## src/rtl/rom_1_bit_pkg.sv

```systemverilog
// Shared constants and self-check state type for the 1-bit ROM.
// Holds the default geometry, contents and expected parity, plus the
// IDLE/SWEEP/DONE state encoding used by the built-in self-check.
package rom_1_bit_pkg;

  localparam int unsigned DEFAULT_ADDR_W       = 2;
  localparam logic [3:0]  DEFAULT_INIT         = 4'b1010;
  localparam logic        DEFAULT_CHECK_PARITY = 1'b0;

  typedef enum logic [1:0] {
    IDLE  = 2'd0,
    SWEEP = 2'd1,
    DONE  = 2'd2
  } bist_state_e;

endpackage : rom_1_bit_pkg

```

## src/rtl/rom_1_bit_bist.sv

```systemverilog
// Built-in self-check for the 1-bit ROM: after reset it sweeps every entry
// once through its own combinational read port, XOR-accumulates the bits
// and compares the result against the expected parity.
// Ports:
//   clk        - clock, rising edge
//   rst        - synchronous active-high reset
//   rd_addr_c  - combinational read address into the ROM contents
//   rd_data_c  - combinational read data for rd_addr_c
//   bist_done  - sweep finished, held until reset
//   bist_fail  - parity mismatch, valid when bist_done=1
module rom_1_bit_bist
  import rom_1_bit_pkg::*;
#(
  parameter int unsigned ADDR_W       = DEFAULT_ADDR_W,
  parameter logic        CHECK_PARITY = DEFAULT_CHECK_PARITY
) (
  input  logic              clk,
  input  logic              rst,
  output logic [ADDR_W-1:0] rd_addr_c,
  input  logic              rd_data_c,
  output logic              bist_done,
  output logic              bist_fail
);

  // One extra index bit so the last-entry test never depends on wrap-around.
  localparam logic [ADDR_W:0] LAST_IDX = (ADDR_W+1)'((2 ** ADDR_W) - 1);

  bist_state_e     state_q, state_d;
  logic [ADDR_W:0] idx_q, idx_d;
  logic            acc_q, acc_d;
  logic            done_d, fail_d;

  assign rd_addr_c = idx_q[ADDR_W-1:0];

  // State and datapath registers.
  always_ff @(posedge clk) begin
    if (rst) begin
      state_q   <= IDLE;
      idx_q     <= '0;
      acc_q     <= 1'b0;
      bist_done <= 1'b0;
      bist_fail <= 1'b0;
    end else begin
      state_q   <= state_d;
      idx_q     <= idx_d;
      acc_q     <= acc_d;
      bist_done <= done_d;
      bist_fail <= fail_d;
    end
  end

  // Next-state and next-output logic.
  always_comb begin
    state_d = state_q;
    idx_d   = idx_q;
    acc_d   = acc_q;
    done_d  = bist_done;
    fail_d  = bist_fail;
    case (state_q)
      IDLE: begin
        state_d = SWEEP;
        idx_d   = '0;
        acc_d   = 1'b0;
      end
      SWEEP: begin
        acc_d = acc_q ^ rd_data_c;
        idx_d = idx_q + (ADDR_W+1)'(1);
        if (idx_q == LAST_IDX) begin
          state_d = DONE;
          done_d  = 1'b1;
          fail_d  = ((acc_q ^ rd_data_c) != CHECK_PARITY);
        end
      end
      DONE: begin
        state_d = DONE;
      end
      default: begin
        state_d = IDLE;
      end
    endcase
  end

endmodule : rom_1_bit_bist

```

## src/rtl/rom_1_bit.sv

```systemverilog
// 1-bit wide constant ROM with a built-in parity self-check.
// Optional feature macro: ROM_1_BIT_REG_OUT_EN -- when defined, data is
// registered (1-cycle latency, reset to 0); otherwise data is combinational.
// Ports:
//   clk        - clock, rising edge
//   rst        - synchronous active-high reset
//   addr       - read address (ADDR_W bits)
//   data       - ROM entry at addr
//   bist_done  - self-check sweep finished, held until reset
//   bist_fail  - self-check parity mismatch, valid when bist_done=1
module rom_1_bit
  import rom_1_bit_pkg::*;
#(
  parameter int unsigned             ADDR_W       = DEFAULT_ADDR_W,
  parameter logic [2**ADDR_W-1:0]    INIT         = DEFAULT_INIT,
  parameter logic                    CHECK_PARITY = DEFAULT_CHECK_PARITY
) (
  input  logic              clk,
  input  logic              rst,
  input  logic [ADDR_W-1:0] addr,
  output logic              data,
  output logic              bist_done,
  output logic              bist_fail
);

  logic [ADDR_W-1:0] bist_addr_c;
  logic              bist_data_c;

  // Second, independent read port so the self-check never touches the read path.
  assign bist_data_c = INIT[bist_addr_c];

`ifdef ROM_1_BIT_REG_OUT_EN
  // Registered read path.
  always_ff @(posedge clk) begin
    if (rst) begin
      data <= 1'b0;
    end else begin
      data <= INIT[addr];
    end
  end
`else
  // Combinational read path.
  assign data = INIT[addr];
`endif

  rom_1_bit_bist #(
    .ADDR_W       (ADDR_W),
    .CHECK_PARITY (CHECK_PARITY)
  ) u_bist (
    .clk       (clk),
    .rst       (rst),
    .rd_addr_c (bist_addr_c),
    .rd_data_c (bist_data_c),
    .bist_done (bist_done),
    .bist_fail (bist_fail)
  );

endmodule : rom_1_bit

```

## config.mk

```make
export PLATFORM = sky130hd
export DESIGN_NAME = rom_1_bit
export DESIGN_NICKNAME = d
export VERILOG_FILES = /design/src/rtl/rom_1_bit_pkg.sv /design/src/rtl/rom_1_bit_bist.sv /design/src/rtl/rom_1_bit.sv
export SDC_FILE = /design/constraint.sdc
export NUM_CORES = 1
export LEC_CHECK = 0
export ABC_CLOCK_PERIOD_IN_PS = 2020
export CAP_MARGIN = 0
export CORE_AREA = 2 2 39 41
export CTS_CLUSTER_DIAMETER = 60
export DETAILED_ROUTE_END_ITERATION = 6
export DIE_AREA = 0 0 41 43
export PLACE_DENSITY = 0.57
export SLEW_MARGIN = 10
export SYNTH_ARGS = -nofsm -noshare
export SYNTH_HDL_FRONTEND = slang
export SYNTH_SLANG_ARGS = --single-unit
```

## constraint.sdc

```tcl
create_clock -name clk -period 2.02 [get_ports clk]
set_clock_uncertainty 0.05 [all_clocks]
set_input_delay 0.404 -clock clk [delete_from_list [all_inputs] [get_ports clk]]
set_output_delay 0.404 -clock clk [all_outputs]
set_load 0.01 [all_outputs]
```

# After elaboration in Yosys (flattened, before gate mapping)
# Cells that the tools add are included.
# totals
regBits	8
inputBits	4
out_inout_bits	3
wordCells	24
# op_classes
add_sub_neg	1
n_lt_le_gt_ge	2
n_eq_ne	4
muxes	8
bitwise	1
n_reduce_logical	3
# op_table
operator	n
$lt A2 B3 Y1 const B	2
$pmux W2 S3	1
$pmux W3 S2	1
$bmux W1 S2	2
$add A3 B1 Y3 const B	1
$eq A3 B2 Y1 const B	1
$eq A2 B1 Y1 const B	1
$eq A2 B2 Y1 const B	1
$logic_not A2 Y1	1
$mux W1	2
$mux W2	1
$ne A2 B1 Y1 const B	1
$pmux W1 S2	1
$reduce_and A2 Y1	1
$reduce_bool A2 Y1	1
$xor A1 B1 Y1	1

# Depth between registers and ports, before layout
# depth
ltp_word	4
mapped_depth	6

# Cells and area by module
# A second synthesis with hierarchy kept.
# hier_totals
cells_unflattened	44
area_unflattened_um2	401.6
# by_module_without_submodules
mod	instances	cells_per_inst	area_per_inst_um2	seq_area_each_um2
rom_1_bit_bist	1	43	394.1	160.2
rom_1_bit	1	1	7.5	0.0

# Worst setup path after synthesis
# OpenSTA, ideal clock, no wires.
# synth_path
kind	register to register
start	reg u_bist.idx_q[0]
end	reg u_bist.state_q[0]
setup_time_ns	0.124
t_arrival_ns	1.078
required_ns	1.846
slack_ns	0.768
path_stages_with_launch	6
n_path_buf	0
synth_period_minus_slack_ns	1.252
cell_sequence	dfxtp_1 > ha_1 > ha_1 > nand2b_1 > mux2i_1 > nor2_1
# synth_between
elab_chain_cells	2
# synth_rtl
element	line_no	text
start, declared	rom_1_bit_bist.sv:29	logic [ADDR_W:0] idx_q, idx_d;
start signal, assigned	rom_1_bit_bist.sv:45	idx_q <= idx_d;
$eq A3 B2 Y1	rom_1_bit_bist.sv:68	if (idx_q == LAST_IDX) begin
$ne A2 B1 Y1 (no source line)	n/a	
end signal, assigned	rom_1_bit_bist.sv:44	state_q <= state_d;
end, declared	rom_1_bit_bist.sv:28	bist_state_e state_q, state_d;
# No other way between the ends.
# A chain may end at the register's enable or synchronous reset.

# Worst setup path after layout
# layout_path
start	reg u_bist.bist_fail
end	out bist_fail
# layout_rtl
element	line_no	text
start, declared	rom_1_bit_bist.sv:22	output logic bist_fail
start signal, assigned	rom_1_bit_bist.sv:48	bist_fail <= fail_d;
end, declared	rom_1_bit.sv:23	output logic bist_fail
# No word-level cell between the ends.

==> impl_metrics.env <==
export IMPL_vias=259
export IMPL_synth_seq_area_share_pct=42.4
export IMPL_cts_sinks=8
export IMPL_ys_ff_latch=8
export IMPL_ant_nets=0
export IMPL_yosys_area_share_simple_pct=16.2
export IMPL_grt_pass1_vias=238
export IMPL_post_cts_buffers=0
export IMPL_cts_tree="built"
export IMPL_powerDensity_mw_per_mm2=1100
export IMPL_cp_top_family="buffers and inverters"
export IMPL_die_h_um=43
export IMPL_port_buffers=3
export IMPL_cap_violations=0
export IMPL_clk_pin_slew_ps=60
export IMPL_firstDrtPassIters=2
export IMPL_die_x_um=41
export IMPL_cp_arrival_ps=1100
export IMPL_clockBufferDepth=2
export IMPL_path_cells="clkdlybuf4s50_1"
export IMPL_relSlewSlack_pct=77.0
export IMPL_n_antenna_cell=0
export IMPL_initial_core_util_pct=27.3
export IMPL_gp_congestion=0.660
export IMPL_synth_area_mux_share_pct=5.30
export IMPL_finalSetupTns_ps=0
export IMPL_power_leakage_nw=0.174
export IMPL_criticalPathCategory="reg2out"
export IMPL_vdd_drop_max_mv=0.547
export IMPL_hold_viol_final=0
export IMPL_io_pins=7
export IMPL_numCtsBuffers=3
export IMPL_hpwl_um=404
export IMPL_ctsResizeCount=0
export IMPL_h_tree_depth=1
export IMPL_nets=54
export IMPL_path_buf_inv=1
export IMPL_hold_buffers=0
export IMPL_cpPeakStageDelay_ps=530
export IMPL_syn_to_final_growth_pct=14.2
export IMPL_syn_area_sq_um=378
export IMPL_grt_overflow=0
export IMPL_status="finished, final reports clean"
export IMPL_clk_latency_ps=240
export IMPL_synth_nets=49
export IMPL_drtIter0Drc=4
export IMPL_cts_root_buf="clkbuf_4"
export IMPL_fmaxAchievable_mhz=644
export IMPL_synth_compound_area_share_pct=12.6
export IMPL_period_minus_slack_ps=1550
export IMPL_grt_usage_pct=8.77
export IMPL_whs_ps=427
export IMPL_crit_fanout=2
export IMPL_tightest_slew_ps=346
export IMPL_ys_types=16
export IMPL_yosysWarningCount=0
export IMPL_wire_per_inst_um=9.13
export IMPL_placementRows=14
export IMPL_dieArea_sq_mm=0.00176
export IMPL_wirelength_um=548
export IMPL_grt_max_degree=12
export IMPL_synth_adder_area_share_pct=13.2
export IMPL_rsz0062_at_grt="no"
export IMPL_drc=0
export IMPL_syn_inst=41
export IMPL_grt_pass1_wl_um=1010
export IMPL_synth_xor_area_share_pct=2.32
export IMPL_synth_top_family_by_area="simple AND/OR/NAND/NOR gates"
export IMPL_avgSynthCellArea_sq_um=9.22
export IMPL_drv_slew=0
export IMPL_avgViaCountPerCell=4.32
export IMPL_hp_class="reg2reg"
export IMPL_core_area_sq_mm=0.00138
export IMPL_nFillCells=150
export IMPL_antenna_found_initial=0
export IMPL_layout_drive_gt1_share_pct=6.82
export IMPL_crit_slowest_cell="clkdlybuf4s50_1"
export IMPL_fin_crit_sh_pct=76.9
export IMPL_setup_violations=0
export IMPL_start_kind="flip-flop"
export IMPL_worstPathRequired_ps=1570
export IMPL_end_kind="output port"
==> per-layer routing <==
metal	GRT usage [%]	wire length, um	vias up
li1	-	-	142
met1	14.0	284	113
met2	9.06	236	4
met3	3.14	27	0
met4	6.00	0	0
met5	0	0	-
==> synthesized netlist by cell type (all sizes together) <==
| cell type | n | area (sq um) |
|---|---|---|
| and2b | 1 | 7.51 |
| xnor2 | 1 | 8.76 |
| o31a | 1 | 8.76 |
| o21ai | 1 | 5.00 |
| nor3b | 1 | 7.51 |
| a311oi | 1 | 8.76 |
| mux2i | 2 | 20.0 |
| nor2 | 7 | 26.3 |
| nand3b | 1 | 7.51 |
| nand2b | 2 | 12.5 |
| a21oi | 5 | 25.0 |
| dfxtp | 8 | 160 |
| ha | 4 | 50.1 |
| inv | 3 | 11.3 |
| buf | 3 | 18.8 |
==> power by group <==
group          switching [mW]  internal, mW  total, mW
logic                  0.0844        0.0679      0.152
clock network          0.0513        0.0678      0.119
registers              0.0211         0.184      0.205
==> flip-flops by register name, summed over array words and instances (netlist names) <==
| name | cells |
|---|---|
| u_bist.bist_done | 1 |
| u_bist.bist_fail | 1 |
| u_bist.state_q | 2 |
| u_bist.acc_q | 1 |
| u_bist.idx_q | 3 |
==> layout by cell type, fill, tap and decap left out, drive strengths merged <==
cell type,n
nor2,7
o21ai,1
clkbuf,3
nor3b,1
dfxtp,8
nand2b,2
clkdlybuf4s50,3
and2b,1
nand3b,1
a311oi,1
o31a,1
mux2i,2
a21oi,5
xnor2,1
ha,4
inv,3
==> worst register-to-register path, stage by stage (launching register included) <==
cell	delay [ps]
dfxtp_1	400
ha_1	170
ha_1	210
nand2b_1	180
mux2i_1	200
nor2_1	50
==> final cells by class <==
cell class                 instances  area, sq um  area share (%)
clock buffer                       3         22.5            5.22
sequential                         8          160            37.1
timing repair buffer               3         30.0            6.96
inverter                           3         11.3            2.61
tap                               16         20.0            4.64
multi-input combinational         27          188            43.5
==> per-stage QoR <==
step           setup WS, ps  power (mW)  util [%]  area, sq um  cells
2_1_floorplan           768       0.344         -          378     41
3_3_place_gp            647       0.357      29.6          409     57
3_5_place_dp            640       0.363      29.6          409     57
4_1_cts                 450       0.485      31.2          432     60
5_1_grt                 430       0.520      31.2          432     60
6_report                467       0.477      31.2          432     60
==> worst paths after layout <==
check	startpoint	endpoint	slack [ps]	cells after the start
hold / removal	u_bist.bist_done	u_bist.bist_done	430	2
setup reg to reg	u_bist.idx_q[0]	u_bist.state_q[1]	640	5
hold reg to reg	u_bist.bist_done	u_bist.bist_done	430	2
setup / recovery	u_bist.bist_fail	bist_fail	470	1
==> cells by family after synthesis <==
logic type,count (synthesis)
buf+inv,6
mux,2
simple gates,12
xor+xnor,1
fa+ha+maj,4
compound gates,8
flops,8
Note: power is estimated with default switching activity, not from simulation.
==> variant 1 (same flow settings) <==
Re-encode `bist_state_e` (3 states) as one-hot, 3 bits wide.
--- a/src/rtl/rom_1_bit_pkg.sv
+++ b/src/rtl/rom_1_bit_pkg.sv
@@ -7,10 +7,10 @@
   localparam logic [3:0]  DEFAULT_INIT         = 4'b1010;
   localparam logic        DEFAULT_CHECK_PARITY = 1'b0;
 
-  typedef enum logic [1:0] {
-    IDLE  = 2'd0,
-    SWEEP = 2'd1,
-    DONE  = 2'd2
+  typedef enum logic [2:0] {
+    IDLE  = 3'b001,
+    SWEEP = 3'b010,
+    DONE  = 3'b100
   } bist_state_e;
 
 endpackage : rom_1_bit_pkg
Check against the original RTL: no difference found for any inputs over 10 cycles, from zero or initial values and one cycle with rst high; not proved beyond that.
==> variant 1 against the unedited design <==
Fmax is 2.7% lower; area after synthesis is 26% higher; sequential cell count is 1 higher; worst hold slack worse by 0.0092 ns; largest power group unchanged; power is 19% lower; setup slack worse by 0.043 ns; design area is 22% higher; non-clock buffer count stayed put; via count is 41% higher; routed wire length is 54% higher; final cell count is 20% higher; first-iteration DRC count is 50% higher.
==> variant 1: results (changes against the unedited design) <==
[status]
outcome=completed

[cells_and_area]
drive_above_1_share_pct=16.1  ; +9.3 points
diodes=0  ; unchanged
reg_top3=u_bist.idx_q x3, u_bist.state_q x3
num-fill-cells=143  ; -4.7%
nets=63  ; +17%

[routing]
wl_per_cell_um=11.7  ; +28%
drt_iter0_drc=6  ; +2
routed_via_density=5.07  ; +17%
first_pass_iters=2  ; unchanged

[worst_hold_path]
holdCritStartpoint=u_bist.bist_done$_SDFFE_PP0P_
hold_path_class=reg -> reg

[placement]
hpwl_um=573  ; +42%
gp_congestion=0.647  ; -2.0%
port_buffers=3  ; unchanged

[global_route]
grt_max_degree=17  ; +5
grt_pass1_vias=356  ; +50%
grt_usage_pct=12.3  ; +3.5 points
grt_first_pass_wirelength_um=1480  ; +46%

[job]
maxCapViolCount=0  ; unchanged

[yosys]
yosysUniqueCellTypes=26  ; +10
async_reset_ff_share_pct=0  ; unchanged
synth_fp_nets=59  ; +20%
ys_warn_count=0  ; unchanged
ys_top_cells_by_count=dfxtp_1 (9), nor2_1 (6), a21oi_1 (5)
synth-seq-area-share_pct=37.8  ; -4.6 points
synth.area.top_cells=dfxtp_1 (38%), nor3b_1 (6.3%), a21oi_1 (5.2%)
synthFlopType=dfxtp_1

[setup_path]
crit_start=u_bist.bist_fail$_SDFFE_PP0P_
cp_top_family=buffers and inverters
cpPeakStageDelay_ns=0.54
worstPathArrival_ns=1.14  ; +0.04 ns

[clocking]
ctsRootBufferMaster=clkbuf_4
clk_latency_ns=0.25
ctsResizeCount=0  ; unchanged
cts_buffers=3  ; unchanged
post_cts_buffers=0  ; unchanged
cts_max_level=1  ; unchanged

[sta]
worst_pin_slew_ns=0.496  ; +0.150 ns

[power]
leakage_nw=0.196  ; +12%
vdd_drop_max_mv=0.391  ; -29%

[variant 1: report_power, final]
group	switching (W)	internal (W)	total [W]
logic	0.0000192	0.0000200	0.0000392
clock network	0.0000639	0.0000761	0.000140
registers	0.0000228	0.000185	0.000208
[variant 1: final cells by class]
cell class	count	area, um2	share of cell area [%]
multi-input combinational	36	254	48.3
sequential	9	180	34.3
clock buffer	4	26.3	5.00
tap	16	20.0	3.81
inverter	4	15.0	2.86
timing repair buffer	3	30.0	5.71
[variant 1: cell families after synthesis]
kind of cell	Yosys count	synth area share, %
fa+ha+maj	2	5.25
buf+inv	8	8.92
flops	9	37.8
simple gates	19	25.5
xor+xnor	1	1.84
compound gates	14	20.7
[variant 1: final timing paths]
path	endpoint	slack (ns)	depth (start not counted)
setup / recovery	bist_fail	0.42	1
hold / removal	u_bist.bist_done$_SDFFE_PP0P_	0.42	2
setup reg to reg	u_bist.bist_fail$_SDFFE_PP0P_	0.53	5
hold reg to reg	u_bist.bist_done$_SDFFE_PP0P_	0.42	2
[variant 1: per-stage QoR]
stage	std cells	area (um2)	utilization [%]	hold slack (ns)	setup slack [ns]
finish	72	526	38.0	0.418	0.424
global route	72	526	38.0	0.442	0.378
CTS	72	526	38.0	0.425	0.413
detailed placement	68	499	36.1	0.414	0.546
global placement	68	499	36.1	0.406	0.555
floorplan	53	477	-	0.399	0.688
[variant 1: metal layers]
layer	up-vias	track usage, %	part of all wire (%)
li1	192	-	-
met1	169	18.6	49
met2	4	15.6	47
met3	0	4.71	3.3
met4	0	4.00	0
met5	-	0	0
==> variant 2 (config.mk and constraints unchanged) <==
Without the edit above. Build with the macro `ROM_1_BIT_REG_OUT_EN` defined.
--- a/src/rtl/rom_1_bit.sv
+++ b/src/rtl/rom_1_bit.sv
@@ -8,6 +8,8 @@
 //   data       - ROM entry at addr
 //   bist_done  - self-check sweep finished, held until reset
 //   bist_fail  - self-check parity mismatch, valid when bist_done=1
+`define ROM_1_BIT_REG_OUT_EN
+
 module rom_1_bit
   import rom_1_bit_pkg::*;
 #(
Check against the original RTL: not equivalent (Yosys sat finds a counterexample within 4 cycles, from zero or initial values and one cycle with rst high).
==> variant 2 against the unedited design <==
Non-clock buffer count rose by 2; power is 9.2% higher; via count is 15% higher; sequential share of layout area up 0.30 points; sequential cell count grew 1; area after synthesis up 5.0%; critical path depth unchanged; highest routed layer is now met4; setup slack worse by 0.027 ns; routed wire length rose by 17%; design area is 12% higher; global-route usage up 0.50 points; final cell count up 8.3%.
==> variant 2: results (changes against the unedited design) <==
[global_route]
grt_first_pass_wirelength_um=1050  ; +3.4%
grt_usage_pct=9.27  ; +0.50 points
grt_pass1_vias=258  ; +8.4%
grt_max_degree=12  ; unchanged
antenna_found_initial=0  ; unchanged

[cells_and_area]
fin_cells=65  ; +8.3%
fin_area_um2=482  ; +12%
multi_input_area_share_pct=40.3  ; -3.2 points
multi_input_cells=28  ; +3.7%
n_all_buffers=5  ; +2
seq_share_pct=37.4  ; +0.30 points
nets=58  ; +7.4%
nonClkBufAreaFrac_pct=10.4  ; +3.4 points
drive_above_1_share_pct=6.12  ; -0.70 points
flops_and_latches=9  ; +1
nClkBuffers=4  ; +1
area_share_clock_buf_inv_pct=5.45  ; +0.24 points
num-fill-cells=146  ; -2.7%

[yosys]
yosysUniqueCellTypes=17  ; +1
synthAdderAreaFrac_pct=12.6  ; -0.63 points
synth-seq-area-share_pct=45.4  ; +3.0 points
synth_mux_area_share_pct=5.05  ; -0.25 points
synth_top_area_share_pct=45.4  ; +3.0 points
ys_top_cells_by_count=dfxtp_1 (9), nor2_1 (7), a21oi_1 (5)
synth_compound_area_share_pct=12.0  ; -0.60 points
synth-xor-area-share_pct=2.21  ; -0.11 points
synth_fp_nets=50  ; +2.0%
syn_avg_cell_area_um2=9.44  ; +2.5%
synth.area.top_cells=dfxtp_1 (45%), ha_1 (13%), nor2_1 (6.6%)
synthFlopType=dfxtp_1

[clocking]
post_cts_buffers=0  ; unchanged
cts_max_level=1  ; unchanged
clk_latency_ns=0.26  ; +0.02 ns
cts_buffers=3  ; unchanged
cts_max_path_buffers=2  ; unchanged

[worst_hold_path]
min_to=u_bist.bist_done$_SDFFE_PP0P_
holdCritStartpoint=u_bist.bist_done$_SDFFE_PP0P_
hold_path_class=reg -> reg

[routing]
first_pass_iters=2  ; unchanged
wl_um=639  ; +17%
routed_via_density=4.60  ; +6.6%

[placement]
gp_congestion=0.676  ; +2.4%
dp.cells=61  ; +7.0%
hpwl_um=422  ; +4.6%
dpl_worst_slack_ns=0.625  ; -0.0149 ns
place_area_um2=455  ; +11%
port_buffers=5  ; +2

[setup_path]
worstPathArrival_ns=1.13  ; +0.03 ns
worst-r2r-setup-slack_ns=0.61  ; -0.03 ns
cp_top_family=buffers and inverters
r2r-start=u_bist.idx_q[0]$_SDFFE_PP0P_
rr_endpoint=u_bist.state_q[0]$_SDFFE_PP0P_
crit_slowest_cell=clkdlybuf4s50_1

[power]
vdd_drop_max_mv=0.308  ; -44%
leakage_nw=0.193  ; +11%
p_sw_w=0.000169  ; +7.6%

[sta]
worst_pin_slew_ns=0.365  ; +0.0195 ns
whs_ns=0.433  ; +0.00583 ns
hold_viol=0  ; unchanged

[status]
outcome=completed

[variant 2: changes by cell type in the layout (fill, tap and decap cells not counted)]
cell | unedited run | this run
clkbuf_1 | 0 | 1
clkdlybuf4s50_1 | 3 | 5
dfxtp_1 | 8 | 9
nor2b_1 | 0 | 1
[variant 2: worst max-delay path by stage]
stage                                     endpoint  cells after the start                           from  slack (ns)
global placement    u_bist.state_q[0]$_SDFFE_PP0P_                      5   u_bist.idx_q[0]$_SDFFE_PP0P_        0.61
finish                                   bist_done                      1  u_bist.bist_done$_SDFFE_PP0P_        0.44
CTS                                      bist_done                      1  u_bist.bist_done$_SDFFE_PP0P_        0.42
floorplan           u_bist.state_q[0]$_SDFFE_PP0P_                      5   u_bist.idx_q[0]$_SDFFE_PP0P_        0.77
detailed placement   u_bist.bist_fail$_SDFFE_PP0P_                      2                            rst        0.63
global route                             bist_done                      1  u_bist.bist_done$_SDFFE_PP0P_        0.39
[variant 2: power groups by stage]
stage	Combinational (W)	Clock, W	Sequential (W)
finish	0.000158	0.000136	0.000227
global route	0.000185	0.000153	0.000230
CTS	0.000159	0.000143	0.000227
detailed placement	0.000158	0	0.000230
global placement	0.000156	0	0.000230
floorplan	0.000138	0	0.000226
[variant 2: cells by family after synthesis]
group	after synthesis
compound gates	8
xor+xnor	1
fa+ha+maj	4
buf+inv	5
flops	9
mux	2
simple gates	13
[variant 2: metal layers]
metal,vias up,wire [um],global-route usage [%]
li1,157,-,-
met3,2,11,1.57
met2,2,301,10.9
met1,138,316,12.7
met4,0,9,10.0
met5,-,0,0
